<file path="config.mk">
export PLATFORM = sky130hd
export DESIGN_NAME = idex_operand_stage
export DESIGN_NICKNAME = d
export VERILOG_FILES = /design/src/rtl/pipeline_pkg.sv /design/src/rtl/forwarding_unit.sv /design/src/rtl/idex_operand_stage.sv
export SDC_FILE = /design/constraint.sdc
export NUM_CORES = 1
export LEC_CHECK = 0
export ABC_AREA = 1
export CORE_AREA = 2 2 119 121
export DETAILED_ROUTE_END_ITERATION = 8
export DIE_AREA = 0 0 121 123
export DONT_BUFFER_PORTS = 1
export GPL_TIMING_DRIVEN = 0
export SLEW_MARGIN = 5
export SYNTH_ARGS = -nofsm -noshare
export SYNTH_HDL_FRONTEND = slang
export SYNTH_SLANG_ARGS = --single-unit
</file>
<file path="constraint.sdc">
create_clock -name clk -period 5.5 [get_ports clk]
set_clock_uncertainty 0.2 [all_clocks]
set_input_delay 1.65 -clock clk [delete_from_list [all_inputs] [get_ports clk]]
set_output_delay 1.65 -clock clk [all_outputs]
set_load 0.01 [all_outputs]
</file>
<file path="src/rtl/pipeline_pkg.sv">
// rtl/pipeline_pkg.sv - shared ALU op codes, forwarding selects and the ID/EX register layout
package pipeline_pkg;

  localparam int DATA_W = 32;
  localparam int REG_W  = 5;
  localparam int OP_W   = 4;

  localparam logic [OP_W-1:0] ALU_AND = 4'b0000;
  localparam logic [OP_W-1:0] ALU_SUB = 4'b0001;
  localparam logic [OP_W-1:0] ALU_ADD = 4'b0010;
  localparam logic [OP_W-1:0] ALU_BNE = 4'b0011;
  localparam logic [OP_W-1:0] ALU_OR  = 4'b0100;
  localparam logic [OP_W-1:0] ALU_XOR = 4'b0101;
  localparam logic [OP_W-1:0] ALU_EQ  = 4'b1000;

  typedef enum logic [1:0] {
    FWD_REG   = 2'd0,
    FWD_MEMWB = 2'd1,
    FWD_EXMEM = 2'd2
  } fwd_sel_e;

  // All-zero value of this struct is the bubble / reset state
  typedef struct packed {
    logic              valid;
    logic [DATA_W-1:0] rs1_data;
    logic [DATA_W-1:0] rs2_data;
    logic [DATA_W-1:0] imm;
    logic [REG_W-1:0]  rs1;
    logic [REG_W-1:0]  rs2;
    logic [REG_W-1:0]  rd;
    logic              alu_src;
    logic [OP_W-1:0]   alu_op;
    logic              mem_read;
    logic              reg_write;
  } idex_t;

  // Youngest producer wins; x0 is hard-wired zero so it is never forwarded
  function automatic fwd_sel_e fwd_select(
    input logic [REG_W-1:0] src,
    input logic             exmem_we,
    input logic [REG_W-1:0] exmem_rd,
    input logic             memwb_we,
    input logic [REG_W-1:0] memwb_rd
  );
    if (exmem_we && (exmem_rd != '0) && (exmem_rd == src)) begin
      return FWD_EXMEM;
    end else if (memwb_we && (memwb_rd != '0) && (memwb_rd == src)) begin
      return FWD_MEMWB;
    end
    return FWD_REG;
  endfunction

endpackage

</file>
<file path="src/rtl/forwarding_unit.sv">
// rtl/forwarding_unit.sv - combinational RAW forwarding select for both EX source operands
module forwarding_unit
  import pipeline_pkg::*;
#(
  parameter int REG_ADDR_W = REG_W
) (
  input  logic [REG_ADDR_W-1:0] i_ex_rs1,
  input  logic [REG_ADDR_W-1:0] i_ex_rs2,
  input  logic                  i_exmem_reg_write,
  input  logic [REG_ADDR_W-1:0] i_exmem_rd,
  input  logic                  i_memwb_reg_write,
  input  logic [REG_ADDR_W-1:0] i_memwb_rd,
  output fwd_sel_e              o_fwd_a,
  output fwd_sel_e              o_fwd_b
);

  // Same priority rule applied independently to each operand
  always_comb begin
    o_fwd_a = fwd_select(i_ex_rs1, i_exmem_reg_write, i_exmem_rd,
                         i_memwb_reg_write, i_memwb_rd);
    o_fwd_b = fwd_select(i_ex_rs2, i_exmem_reg_write, i_exmem_rd,
                         i_memwb_reg_write, i_memwb_rd);
  end

endmodule

</file>
<file path="src/rtl/idex_operand_stage.sv">
// rtl/idex_operand_stage.sv - ID/EX register, operand forwarding muxes and load-use detection
module idex_operand_stage
  import pipeline_pkg::*;
#(
  parameter int DATA_WIDTH    = DATA_W,
  parameter int REG_ADDR_W    = REG_W,
  parameter int OPCODE_LENGTH = OP_W
) (
  input  logic                     clk,
  input  logic                     reset,
  input  logic                     id_valid,
  input  logic [DATA_WIDTH-1:0]    id_rs1_data,
  input  logic [DATA_WIDTH-1:0]    id_rs2_data,
  input  logic [DATA_WIDTH-1:0]    id_imm,
  input  logic [REG_ADDR_W-1:0]    id_rs1,
  input  logic [REG_ADDR_W-1:0]    id_rs2,
  input  logic [REG_ADDR_W-1:0]    id_rd,
  input  logic                     id_alu_src,
  input  logic [OPCODE_LENGTH-1:0] id_alu_op,
  input  logic                     id_mem_read,
  input  logic                     id_reg_write,
  input  logic                     flush,
  input  logic                     exmem_reg_write,
  input  logic [REG_ADDR_W-1:0]    exmem_rd,
  input  logic [DATA_WIDTH-1:0]    exmem_result,
  input  logic                     memwb_reg_write,
  input  logic [REG_ADDR_W-1:0]    memwb_rd,
  input  logic [DATA_WIDTH-1:0]    memwb_result,
  output logic                     load_use_stall,
  output logic                     ex_valid,
  output logic [DATA_WIDTH-1:0]    SrcA,
  output logic [DATA_WIDTH-1:0]    SrcB,
  output logic [OPCODE_LENGTH-1:0] Operation,
  output logic [DATA_WIDTH-1:0]    ex_store_data,
  output logic [REG_ADDR_W-1:0]    ex_rd,
  output logic                     ex_reg_write,
  output logic                     ex_mem_read
);

  // Register layout comes from the package, so the widths here track its constants
  idex_t                  r_idex;
  idex_t                  w_id_fields;
  fwd_sel_e               w_fwd_a;
  fwd_sel_e               w_fwd_b;
  logic [DATA_WIDTH-1:0]  w_rs1_fwd;
  logic [DATA_WIDTH-1:0]  w_rs2_fwd;
  logic                   w_stall;

  // Pack the decoded ID fields into the register format
  always_comb begin
    w_id_fields           = '0;
    w_id_fields.valid     = id_valid;
    w_id_fields.rs1_data  = id_rs1_data;
    w_id_fields.rs2_data  = id_rs2_data;
    w_id_fields.imm       = id_imm;
    w_id_fields.rs1       = id_rs1;
    w_id_fields.rs2       = id_rs2;
    w_id_fields.rd        = id_rd;
    w_id_fields.alu_src   = id_alu_src;
    w_id_fields.alu_op    = id_alu_op;
    w_id_fields.mem_read  = id_mem_read;
    w_id_fields.reg_write = id_reg_write;
  end

  // Load in EX whose rd is needed by ID; an immediate-form rs2 is not a real read
  always_comb begin
    w_stall = r_idex.valid & r_idex.mem_read & id_valid & ~flush &
              (r_idex.rd != '0) &
              ((r_idex.rd == id_rs1) | ((r_idex.rd == id_rs2) & ~id_alu_src));
  end

  // Reset, then flush/stall bubble (all-zero), then normal capture
  always_ff @(posedge clk) begin
    if (!reset) begin
      r_idex <= '0;
    end else if (flush || w_stall) begin
      r_idex <= '0;
    end else begin
      r_idex <= w_id_fields;
    end
  end

  forwarding_unit #(
    .REG_ADDR_W (REG_ADDR_W)
  ) u_forwarding_unit (
    .i_ex_rs1          (r_idex.rs1),
    .i_ex_rs2          (r_idex.rs2),
    .i_exmem_reg_write (exmem_reg_write),
    .i_exmem_rd        (exmem_rd),
    .i_memwb_reg_write (memwb_reg_write),
    .i_memwb_rd        (memwb_rd),
    .o_fwd_a           (w_fwd_a),
    .o_fwd_b           (w_fwd_b)
  );

  // Operand muxes: pick the youngest value of each source register
  always_comb begin
    w_rs1_fwd = r_idex.rs1_data;
    w_rs2_fwd = r_idex.rs2_data;
    case (w_fwd_a)
      FWD_EXMEM: w_rs1_fwd = exmem_result;
      FWD_MEMWB: w_rs1_fwd = memwb_result;
      default:   w_rs1_fwd = r_idex.rs1_data;
    endcase
    case (w_fwd_b)
      FWD_EXMEM: w_rs2_fwd = exmem_result;
      FWD_MEMWB: w_rs2_fwd = memwb_result;
      default:   w_rs2_fwd = r_idex.rs2_data;
    endcase
  end

  // Drive the ALU interface and the controls carried to EX/MEM
  always_comb begin
    load_use_stall = w_stall;
    ex_valid       = r_idex.valid;
    SrcA           = w_rs1_fwd;
    SrcB           = r_idex.alu_src ? r_idex.imm : w_rs2_fwd;
    Operation      = r_idex.alu_op;
    ex_store_data  = w_rs2_fwd;
    ex_rd          = r_idex.rd;
    ex_reg_write   = r_idex.reg_write;
    ex_mem_read    = r_idex.mem_read;
  end

endmodule
</file>
Word-level counts from Yosys, hierarchy flattened
Cells that the tools add are included.

Bits in registers: 119. Input bits: 198.

Equal/unequal tests: 10. Muxes and demuxes: 13. Bitwise logic cells: 10. Reductions and logical operators: 11.

Operator list (number): $pmux 32 s2 (2); $mux 32 (1); $eq 5x5->1 (6); $reduce_bool 5->1 (3); $mux 2 (6); $and 1x1->1 (6); $logic_and 1x1->1 (6); $eq 2x1->1 const B (2); $eq 2x2->1 const B (2); $mux 1 (4); $not 1->1 (3); $reduce_or 2->1 (1); $logic_or 1x1->1 (1); $or 1x1->1 (1).

Longest topological paths before layout
Gate-level depths: netlist (run 1).

Depth after elaboration: 9. Gate-level depth with buffers: 11. Depth with buffers taken out: 10.

By module
From an unflattened synthesis (run 1), not the netlist that was laid out.

Cell total of the unflattened synthesis: 908. Area total of the unflattened synthesis: 5749.3 um^2.

By module, submodules not included: idex_operand_stage (times used 1, cells an instance 828, area an instance 5382.7 um^2, seq. area each 2382.3 um^2); forwarding_unit (times used 1, cells an instance 80, area an instance 366.6 um^2, seq. area each 0.0 um^2).

Worst setup path after synthesis (run 1)
OpenSTA, ideal clock, no wires.

Path type: input-to-output. Start: in exmem_rd[4]. End: out SrcB[10]. Arrival: 2726 ps. Slack: 924 ps. Stages on the path: 8. Path buffers: 1. Cell sequence: xor2_1 nor2_2 nand3_4 buf_2 nand3_1 nand3_1 nand2_1 nand2_1.

Longest elaborated chain between the ends: 8. Elaborated cells between the ends (all ways): 11. Classes of those cells: eq/ne (3); mux (5); reduce/logical (3).

RTL lines: start: declaration (line idex_operand_stage.sv:24) `input logic [REG_ADDR_W-1:0] exmem_rd,`; $reduce_bool 5->1 (line pipeline_pkg.sv:45) `if (exmem_we && (exmem_rd != '0) && (exmem_rd == src)) begin`; $logic_and 1x1->1 (line pipeline_pkg.sv:45); $logic_and 1x1->1 * (line pipeline_pkg.sv:45); $mux 2 / $mux 1 (equally long branches) (line pipeline_pkg.sv:45); $mux 2 * (line pipeline_pkg.sv:50) `return FWD_REG;`; $eq 2x1->1 / $eq 2x2->1 (equally long branches) (line idex_operand_stage.sv:105) `case (w_fwd_b)`; $pmux 32 s2 * (line idex_operand_stage.sv:105); named net ex_store_data[10] (line idex_operand_stage.sv:34) `output logic [DATA_WIDTH-1:0] ex_store_data,`; $mux 32 * (line idex_operand_stage.sv:117) `SrcB = r_idex.alu_src ? r_idex.imm : w_rs2_fwd;`; end: declaration (line idex_operand_stage.sv:32) `output logic [DATA_WIDTH-1:0] SrcB,`.

The timed path passes the listed nets; every way through them passes the cells marked *.

Worst setup path after layout (run 1)
Start: in exmem_rd[4]. End: out SrcB[3].

Same word-level chain as after synthesis.

==> impl_metrics.json, run 1 <==
{
  "status": "finished, final reports clean",
  "wl_um": 20510,
  "htreeDepth": 4,
  "p_leak_nw": 3.535,
  "nNetsFinal": 1097,
  "fin_tns_setup_ns": 0,
  "initial_utilization_pct": 43.90,
  "avgViaCountPerCell": 5.006,
  "ios": 307,
  "cp_max_fo": 10,
  "coreArea_sq_um": 13610,
  "cp-startpoint": "exmem_rd[4]",
  "dr.pass1.iters": 7,
  "synth_top_area_share_pct": 39.87,
  "grt_use_total_pct": 27.30,
  "path_clk_slew_ns": 0.06,
  "cts.sinks": 119,
  "critPathLaunchType": "input port",
  "maxCapViolCount": 0,
  "worstRegToRegCells": 9,
  "crit_type": "input port to primary output",
  "synth_flop_cell": "dfxtp_1",
  "die_area_sq_um": 14880,
  "hpwl_um": 16970,
  "ff2ff_setup_slack_ns": 3.61,
  "wl_met3_um": 1870,
  "die_y_um": 123,
  "synth_common_cells": "193 x nand2_1, 144 x nand3_1, 131 x inv_1",
  "synthCells": 880,
  "finalCritPeriodShare_pct": 90.56,
  "cts_tree": "done",
  "cts_inserted_buffers": 17,
  "rsz0062_at_grt": "false",
  "whs_ns": 0.7535,
  "met1Wirelength_um": 8841,
  "ys.warnings.count": 0,
  "multi_input_area_sq_um": 2675,
  "route.detailed.drc": 0,
  "clockRootBuffer": "clkbuf_16",
  "post_cts_buffers": 0,
  "die-width_um": 121,
  "end_kind": "primary output",
  "setup_viol": 0,
  "layout-drive-gt1-share_pct": 12.50,
  "r2r_end": "r_idex[15]",
  "synthArstFlopShare_pct": 0,
  "syn-cell-area_sq_um": 5976,
  "rr_startpoint": "ex_rd[3]",
  "synthesis.nets": 1078,
  "antenna_found_initial": 0,
  "endpoint": "SrcB[3]",
  "max_freq_mhz": 200.8,
  "power-per-cell-area_nw_per_um2": 331.2,
  "rows": 43,
  "ctsLongestPathBuffers": 2,
  "dr_wl_met2_um": 9401,
  "yosysUniqueCellTypes": 25,
  "regArea_sq_um": 2382,
  "timing.slew.headroom_pct": 65.71,
  "top_layer_used": "met4",
  "arrival_ns": 3.13,
  "final_max_slew_viol_count": 0,
  "synth_most_common_cell": "nand2_1",
  "antenna_cells": 0,
  "io_buffer_count": 0,
  "fin_crit_ns": 4.981,
  "drtIter0Drc": 461,
  "synthToLayoutAreaGrowth_pct": 13.71,
  "grt_pass1_wl_um": 29880,
  "hp-class": "flip-flop to flip-flop",
  "worstMarginPinSlew_ns": 0.5143,
  "n_fill_cell": 1419,
  "ys_ff_latch": 119,
  "ant_nets": 0,
  "avgSynthCellArea_sq_um": 6.791,
  "synth_area_leaders": "dfxtp_1 40%, nand2_1 12%, nand3_1 12%",
  "clkLatencyLatePin_ns": 0.42,
  "grt_max_degree": 17,
  "grt_overflow": 0,
  "vias": 5467,
  "final_hold_viol_count": 0,
  "seq_area_frac_synth_pct": 39.87,
  "ir_worst_vdd_v": 0.0002013,
  "synth_top_cell_by_area": "dfxtp_1",
  "routedWlPerCell_um": 18.78,
  "synth_edf_count": 0,
  "critical_path_required_ns": 3.65,
  "cts_hold_buf": 0,
  "grt_pass1_vias": 5103,
  "place.gp.congestion": 0.8951,
  "cts.repair.resized": 0
}
cell families (layout without fill, tap and decap cells):
logic type      Yosys count  count (layout)  synth area share [%]
compound gates            5               5                0.4187
xor+xnor                 21              21                 3.078
buf+inv                 200             232                 15.37
flops                   119             119                 39.87
simple gates            535             535                 41.27
critical path: stages:
cell and delay (ns):
xor2_1 0.14, nor2_2 0.30, nand3_4 0.17, buf_2 0.23, nand3_1 0.09, nand3_1 0.27, nand2_1 0.15, nand2_1 0.12
flip-flops by register name, indices dropped and copies added, names as in the netlist:
register	count
ex_reg_write	1
ex_valid	1
Operation	4
ex_mem_read	1
r_idex	107
ex_rd	5
layer usage:
layer  GRT usage (%)  up-vias
met2           42.63      264
met4           9.084        0
met3           9.502       29
met5               0        -
li1                -     2746
met1           35.29     2428
how the worst min path moves through the flow:
| stage | startpoint | to | slack [ns] | depth (start not counted) |
|---|---|---|---|---|
| floorplan | ex_mem_read | r_idex[76] | 0.65 | 6 |
| global placement | ex_mem_read | r_idex[81] | 0.75 | 6 |
| detailed placement | ex_mem_read | r_idex[79] | 0.75 | 6 |
| CTS | ex_mem_read | r_idex[84] | 0.76 | 6 |
| global route | ex_mem_read | r_idex[83] | 0.84 | 6 |
| finish | ex_mem_read | r_idex[84] | 0.75 | 6 |
final cells by class:
| cell class | count | area share [%] |
|---|---|---|
| multi-input cells | 561 | 39.37 |
| flip-flops and latches | 119 | 35.06 |
| inverters | 138 | 7.623 |
| clock buffers | 18 | 6.316 |
| plain buffers | 62 | 5.892 |
| well taps | 180 | 3.314 |
| clock inverters | 14 | 2.430 |
power by group:
group | switching [mW] | internal, mW
Clock | 0.442 | 0.680
Combinational | 0.149 | 0.0681
Sequential | 0.0141 | 0.897
Total | 0.605 | 1.65
cells in the final DEF, fill, tap and decap left out, types with 5 or more instances in the layout:
master	n
clkbuf_1	11
clkbuf_16	17
nand2_1	193
buf_4	16
inv_1	131
dfxtp_1	119
nand3_2	23
xor2_1	9
nor2_1	130
inv_2	7
inv_6	5
buf_6	9
xnor2_1	12
nand4_1	34
nand3_1	144
buf_2	23
per-stage QoR:
step / power (mW) / setup slack [ns] / instance area (sq um) / cells / utilization [%]
after detailed placement: 1.148 / 0.5006 / 6201 / 1060 / 45.56
after floorplan: 1.094 / 0.9235 / 5976 / 880 / -
after global routing: 2.331 / 0.3988 / 6795 / 1092 / 49.92
after global placement: 1.146 / 0.5108 / 6201 / 1060 / 45.56
after CTS: 2.264 / 0.4975 / 6795 / 1092 / 49.92
final: 2.251 / 0.5190 / 6795 / 1092 / 49.92
Note: power is estimated with default switching activity, not from simulation.
==> inputs of run 2 (changes only) <==
Settings changed: CTS_CLUSTER_SIZE set to 8.
==> results of run 2 <==
Same layout as run 1: the final DEF is identical, and so are final timing and power.
==> inputs of run 3 (changes only) <==
Settings changed: HOLD_SLACK_MARGIN set to 0.08.
==> results of run 3 <==
Same layout as run 1: the final DEF is identical, and so are final timing and power.
